[src/rtl/redmule_pkg.sv]
// Shared RedMulE constants and helpers for the narrow TCDM lane split.
// Lane slices are sized from the wide data width and the number of lanes.
package redmule_pkg;

  localparam int unsigned DATA_W  = 256;
  localparam int unsigned MemDw   = 32;
  localparam int unsigned LANE_DW = DATA_W / (DATA_W / MemDw);
  localparam int unsigned LANE_BE = LANE_DW / 8;

  // The request FSM state is implied by the granted mask; this names it.
  typedef enum logic {
    REQ_IDLE,
    REQ_PARTIAL
  } req_state_e;

  // Byte distance between consecutive lane addresses.
  function automatic int unsigned lane_stride(input int unsigned dw, input int unsigned mp);
    return dw / (mp * 8);
  endfunction

endpackage

[src/rtl/redmule_tcdm_lane_fifo.sv]
// Per-lane response buffer: holds narrow r_data until every lane has answered.
// Overflow is excluded by the credit scheme in the parent block.
module redmule_tcdm_lane_fifo
  import redmule_pkg::*;
#(
  parameter int unsigned W     = LANE_DW,
  parameter int unsigned DEPTH = 2
) (
  input  logic         clk_i,
  input  logic         rst_i,
  input  logic         push,
  input  logic         pop,
  input  logic [W-1:0] data_i,
  output logic [W-1:0] data_o,
  output logic         empty,
  output logic         full
);

  localparam int unsigned PTR_W = (DEPTH > 1) ? $clog2(DEPTH) : 1;
  localparam int unsigned CNT_W = $clog2(DEPTH + 1);
  localparam logic [PTR_W-1:0] LAST = PTR_W'(DEPTH - 1);

  logic [W-1:0]     mem [DEPTH];
  logic [PTR_W-1:0] wr_ptr, rd_ptr;
  logic [CNT_W-1:0] count;

  // Pointers wrap explicitly so non-power-of-two depths work.
  always_ff @(posedge clk_i or posedge rst_i) begin
    if (rst_i) begin
      wr_ptr <= '0;
      rd_ptr <= '0;
      count  <= '0;
    end else begin
      if (push) wr_ptr <= (wr_ptr == LAST) ? '0 : wr_ptr + 1'b1;
      if (pop)  rd_ptr <= (rd_ptr == LAST) ? '0 : rd_ptr + 1'b1;
      case ({push, pop})
        2'b10:   count <= count + 1'b1;
        2'b01:   count <= count - 1'b1;
        default: count <= count;
      endcase
    end
  end

  always_ff @(posedge clk_i) begin
    if (push) mem[wr_ptr] <= data_i;
  end

  assign data_o = mem[rd_ptr];
  assign empty  = (count == '0);
  assign full   = (count == CNT_W'(DEPTH));

endmodule

[src/rtl/redmule_tcdm_lane_sync.sv]
// Splits one wide TCDM request into MP narrow lanes, keeping each lane's request
// up until it is granted, and re-joins the per-lane responses into one wide beat.
module redmule_tcdm_lane_sync
  import redmule_pkg::*;
#(
  parameter int unsigned DW         = 256,
  parameter int unsigned MP         = DW / redmule_pkg::MemDw,
  parameter int unsigned AW         = 32,
  parameter int unsigned RESP_DEPTH = 2
) (
  input  logic                          clk_i,
  input  logic                          rst_i,
  input  logic                          up_req_i,
  output logic                          up_gnt_o,
  input  logic [AW-1:0]                 up_add_i,
  input  logic                          up_wen_i,
  input  logic [DW/8-1:0]               up_be_i,
  input  logic [DW-1:0]                 up_data_i,
  output logic [DW-1:0]                 up_r_data_o,
  output logic                          up_r_valid_o,
  output logic [MP-1:0]                 lane_req_o,
  input  logic [MP-1:0]                 lane_gnt_i,
  output logic [MP-1:0][AW-1:0]         lane_add_o,
  output logic [MP-1:0]                 lane_wen_o,
  output logic [MP-1:0][DW/(MP*8)-1:0]  lane_be_o,
  output logic [MP-1:0][DW/MP-1:0]      lane_data_o,
  input  logic [MP-1:0][DW/MP-1:0]      lane_r_data_i,
  input  logic [MP-1:0]                 lane_r_valid_i
);

  localparam int unsigned L_DW   = DW / MP;
  localparam int unsigned L_BE   = L_DW / 8;
  localparam int unsigned STRIDE = lane_stride(DW, MP);
  localparam int unsigned CNT_W  = $clog2(RESP_DEPTH + 1);
  localparam logic [CNT_W-1:0] MAX_OUT = CNT_W'(RESP_DEPTH);

  req_state_e        state;
  logic [MP-1:0]     mask, mask_next, lane_hit;
  logic [CNT_W-1:0]  outstanding;
  logic              blocked, first_grant, pop;
  logic [MP-1:0]     empty, full;
  logic [L_DW-1:0]   head [MP];

  always_ff @(posedge clk_i or posedge rst_i) begin
    if (rst_i) begin
      mask        <= '0;
      outstanding <= '0;
    end else begin
      mask <= mask_next;
      case ({first_grant, pop})
        2'b10:   outstanding <= outstanding + 1'b1;
        2'b01:   outstanding <= outstanding - 1'b1;
        default: outstanding <= outstanding;
      endcase
    end
  end

  // Credit check only gates the start of a transaction; once any lane is
  // granted the transaction is committed. Reset also masks the request outputs.
  always_comb begin
    state       = (mask == '0) ? REQ_IDLE : REQ_PARTIAL;
    blocked     = (state == REQ_IDLE) && (outstanding >= MAX_OUT);
    lane_req_o  = '0;
    up_gnt_o    = 1'b0;
    if (up_req_i && !blocked && !rst_i) begin
      lane_req_o = ~mask;
      up_gnt_o   = &(mask | lane_gnt_i);
    end
    lane_hit    = lane_req_o & lane_gnt_i;
    first_grant = (state == REQ_IDLE) && (|lane_hit);
    mask_next   = up_gnt_o ? '0 : (mask | lane_hit);
  end

  assign pop          = ~|empty;
  assign up_r_valid_o = pop;

  for (genvar i = 0; i < MP; i++) begin : g_lane
    assign lane_add_o[i]  = up_add_i + AW'(i * STRIDE);
    assign lane_wen_o[i]  = up_wen_i;
    assign lane_be_o[i]   = up_be_i[i*L_BE +: L_BE];
    assign lane_data_o[i] = up_data_i[i*L_DW +: L_DW];

    redmule_tcdm_lane_fifo #(
      .W     (L_DW),
      .DEPTH (RESP_DEPTH)
    ) u_fifo (
      .clk_i  (clk_i),
      .rst_i  (rst_i),
      .push   (lane_r_valid_i[i]),
      .pop    (pop),
      .data_i (lane_r_data_i[i]),
      .data_o (head[i]),
      .empty  (empty[i]),
      .full   (full[i])
    );

    assign up_r_data_o[i*L_DW +: L_DW] = up_r_valid_o ? head[i] : '0;

    a_no_overflow: assert property (@(posedge clk_i) disable iff (rst_i)
      !(lane_r_valid_i[i] && full[i] && !pop));
  end

  a_req_held: assert property (@(posedge clk_i) disable iff (rst_i)
    (mask != '0) |-> up_req_i);

  a_add_stable: assert property (@(posedge clk_i) disable iff (rst_i)
    (up_req_i && !up_gnt_o) |=> (up_req_i && $stable(up_add_i)));

endmodule

[config.mk]
export PLATFORM = sky130hd
export DESIGN_NAME = redmule_tcdm_lane_sync
export DESIGN_NICKNAME = d
export VERILOG_FILES = /design/src/rtl/redmule_pkg.sv /design/src/rtl/redmule_tcdm_lane_fifo.sv /design/src/rtl/redmule_tcdm_lane_sync.sv
export SDC_FILE = /design/constraint.sdc
export NUM_CORES = 1
export LEC_CHECK = 0
export BUFFER_PORTS_ARGS = -buffer_cell sky130_fd_sc_hd__buf_2
export CAP_MARGIN = 20
export CORE_AREA = 3 3 554 556
export CTS_CLUSTER_SIZE = 10
export DETAILED_ROUTE_END_ITERATION = 10
export DIE_AREA = 0 0 557 559
export PLACE_DENSITY = 0.35
export SLEW_MARGIN = 30
export SYNTH_ARGS = -nofsm -noshare
export SYNTH_HDL_FRONTEND = slang
export SYNTH_SLANG_ARGS = --single-unit
[constraint.sdc]
create_clock -name clk_i -period 3.4 [get_ports clk_i]
set_input_delay 0.17 -clock clk_i [delete_from_list [all_inputs] [get_ports clk_i]]
set_output_delay 0.17 -clock clk_i [all_outputs]
set_load 0.01 [all_outputs]
==> impl_results.md <==
* Post-route minimum period at 3132 ps
* DRT Wirelength at 171.0 mm
* Tcrit/Tclk final at 92.11%
* Reg2reg start: mask[4]
* Max-Cap Viols at 0
* CP endpoint kind: output pin
* Vias in the first global route at 20,980
* Clock Latency Late Sink at 660 ps
* Final ANT Viol Nets at 0
* Status: completed
* Clk slew on worst S/H paths at 50 ps
* TritonCTS clock tree: done
* Ys Warns at 0
* TNS Setup at 0 ps
* Crit path launch: g_lane[6].u_fifo.count[0]
* Post-synth EDFFs at 512
* Grt ovf at 0
* Die height at 559 µm
* Total CTS buffers at 69
* Worst Skew at 33.45 ps
* Area Overhead vs Synth at 41.80%
* Syn_nets at 2,745
* Critical path required time at 3230 ps
* Hold Buf Count CTS at 281
* Hold_ws at 259.6 ps
* Total GRT Usage at 10.48%
* Crit path launch type: flop
* Avg Inst Size Synth at 12.92 µm²
* Post-route DRC at 0
* DRT iter0 DRCs at 871
* Top cells by area, synth: edfxtp_1 (56%), buf_4 (10%), mux2i_1 (9.3%), xnor2_1 (4.9%), nor2_1 (4.3%)
* Setup Buffers After CTS at 0
* Layout cell share with drive strength beyond 1 at 35.26%
* Nets at 3,549
* Wire length per cell at 24.51 µm
* CTS root buf: clkbuf_16
* Synth top area share at 55.84%
* Starting density of the core at 9.100%
* Antenna violations before repair at 34
* Sequential share of the synthesized area at 59.66%
* PD cells at 643.9 nW/µm²
* Crit-path max FO at 113
* Largest net degree at the start of global routing at 114
* Leakage at 14.98 nW
* Port bufs at 810
* Via count at 19,660
* Post-cts resize count at 0
* RePlAce Congestion at 0.9248
* Setup violators final at 0
* Worst min path class: in -> reg
* FF+latch count, synth at 554
* Worst EP arrival at 2960 ps
* Final HPWL DP at 143.7 mm
* Slew HR at 40.59%
* Fin. Hold Viols at 0
* Netlist cell types at 47
* Ys async rst share at 7.581%
* Commonest register cell after synthesis: edfxtp_1
* RSZ-0062 raised after global routing: false
* Crit path kind: reg -> out
* H-tree depth at 3
* Cells after Synth at 2,131
* Clock Path Buffers at 3
* Max Clk Rate at 319.3 MHz
* Drt first pass iters at 7
* Synth area leader: edfxtp_1
* Peak VDD IR at 427.1 µV
* Clock Sinks at 554
* Die area at 311,400 µm²
* Slew @ Worst Pin at 883.7 ps
* Syn Std Cell Area at 27,530 µm²
* Pins Over Slew Limit at 0
* DIE WIDTH at 557 µm
* Hold Crit Start: lane_r_data_i[238]
* Row Count at 202
* Num ports at 1,414
* Vias per inst at 2.818
* Core area at 302,500 µm²
* First-pass GRT wire length at 217.3 mm
area by class of cell:
| class | instances | area, µm² |
|---|---|---|
| diodes | 17 | 42.54 |
| clock buffers | 104 | 1911 |
| clock inverters | 13 | 142.6 |
| fillers | 34470 | 263500 |
| inverters | 30 | 112.6 |
| multi-input cells | 1081 | 7677 |
| flip-flops and latches | 554 | 16430 |
| well taps | 3978 | 4977 |
| repair buffers | 1199 | 7742 |
synthesized netlist by cell type (7+ instances only):
cell / instances
xor2_1: 77
buf_2: 14
edfxtp_1: 512
a21oi_1: 20
ha_1: 18
xnor2_1: 154
and4_1: 7
clkbuf_1: 36
nand2_1: 77
buf_1: 11
inv_1: 30
nor3_1: 21
nand3_1: 35
nor2_1: 314
buf_6: 30
nand4_1: 25
dfrtp_1: 42
and2_1: 10
o22ai_1: 12
mux2i_1: 256
buf_4: 374
state kept, by name, summed over array words and instances (netlist names):
signal,flops
g_lane.u_fifo.count,16
g_lane.u_fifo.mem,512
g_lane.u_fifo.rd_ptr,8
g_lane.u_fifo.wr_ptr,8
mask,8
outstanding,2
path summary, 6_finish.rpt:
| kind | to | slack [ps] | depth (start not counted) |
|---|---|---|---|
| min in group asynchronous | g_lane[2].u_fifo.wr_ptr | 360 | 4 |
| max in group asynchronous | g_lane[7].u_fifo.rd_ptr | 2480 | 4 |
| worst max-delay path | up_r_data_o[195] | 270 | 5 |
| worst min register to register | g_lane[1].u_fifo.count[1] | 470 | 1 |
| worst max register to register | mask[0] | 890 | 5 |
| worst min-delay path | g_lane[7].u_fifo.mem[0][14] | 260 | 2 |
cells by family (layout without fill, tap and decap cells):
group	count (synthesis)	in the layout	synth area share (%)
fa+ha+maj	18	18	0.8180
flops	554	554	59.66
simple gates	537	537	9.185
mux	256	256	9.307
compound gates	37	37	0.8135
xor+xnor	233	233	7.467
buf+inv	496	1346	12.75
other cells	0	17	0
worst max-delay path, stage by stage (launching register included):
cell,delay (ps)
dfrtp_1,410
o22ai_1,100
or4_4,720
buf_12,270
nor2_1,440
buf_2,210
per-stage QoR:
step | utilization [%] | cells | power [mW] | area, µm² | worst slack (ps)
5_1_grt | 12.90 | 6973 | 26.74 | 39030 | 157.4
3_3_place_gp | 11.26 | 6559 | 18.29 | 34060 | 463.9
6_report | 12.90 | 6976 | 25.14 | 39040 | 268.3
3_5_place_dp | 11.28 | 6561 | 18.36 | 34120 | 410.2
2_1_floorplan | - | 2131 | 15.17 | 27530 | 832.5
4_1_cts | 12.89 | 6959 | 25.91 | 38980 | 222.2
cell usage in the layout (no fill, tap or decap), types with 4 or more instances in the layout:
cell type,count
nor2_4,5
mux2i_1,256
and2_1,7
nand4_4,4
nor4_2,5
dfrtp_2,7
clkbuf_1,32
nor4_1,5
and3_1,4
o22ai_1,12
nand4_1,25
buf_2,810
nor4_4,5
dlygate4sd3_1,281
nor2_1,306
nand3_1,35
nor3_1,21
xnor2_1,154
clkbuf_16,71
diode_2,17
inv_1,29
ha_1,18
edfxtp_1,512
dfrtp_1,35
nor2_2,4
buf_4,104
and4_1,7
xor2_1,77
nand2_1,77
a21oi_1,20
nand3b_1,6
power breakdown:
| group | switching [mW] | internal (mW) |
|---|---|---|
| sequential | 0.948 | 9.14 |
| combinational | 4.97 | 3.19 |
| clock | 2.99 | 3.91 |
layer usage:
metal  wire length [µm]  GRT usage (%)  vias to the layer above
met2              87790          19.26                     1399
met3              26750          7.148                      229
met1              45870          7.985                     9337
met5                459         0.9880                        -
li1                   -              -                     8672
met4              10120          5.563                       24
(Power assumes the default switching activity.)
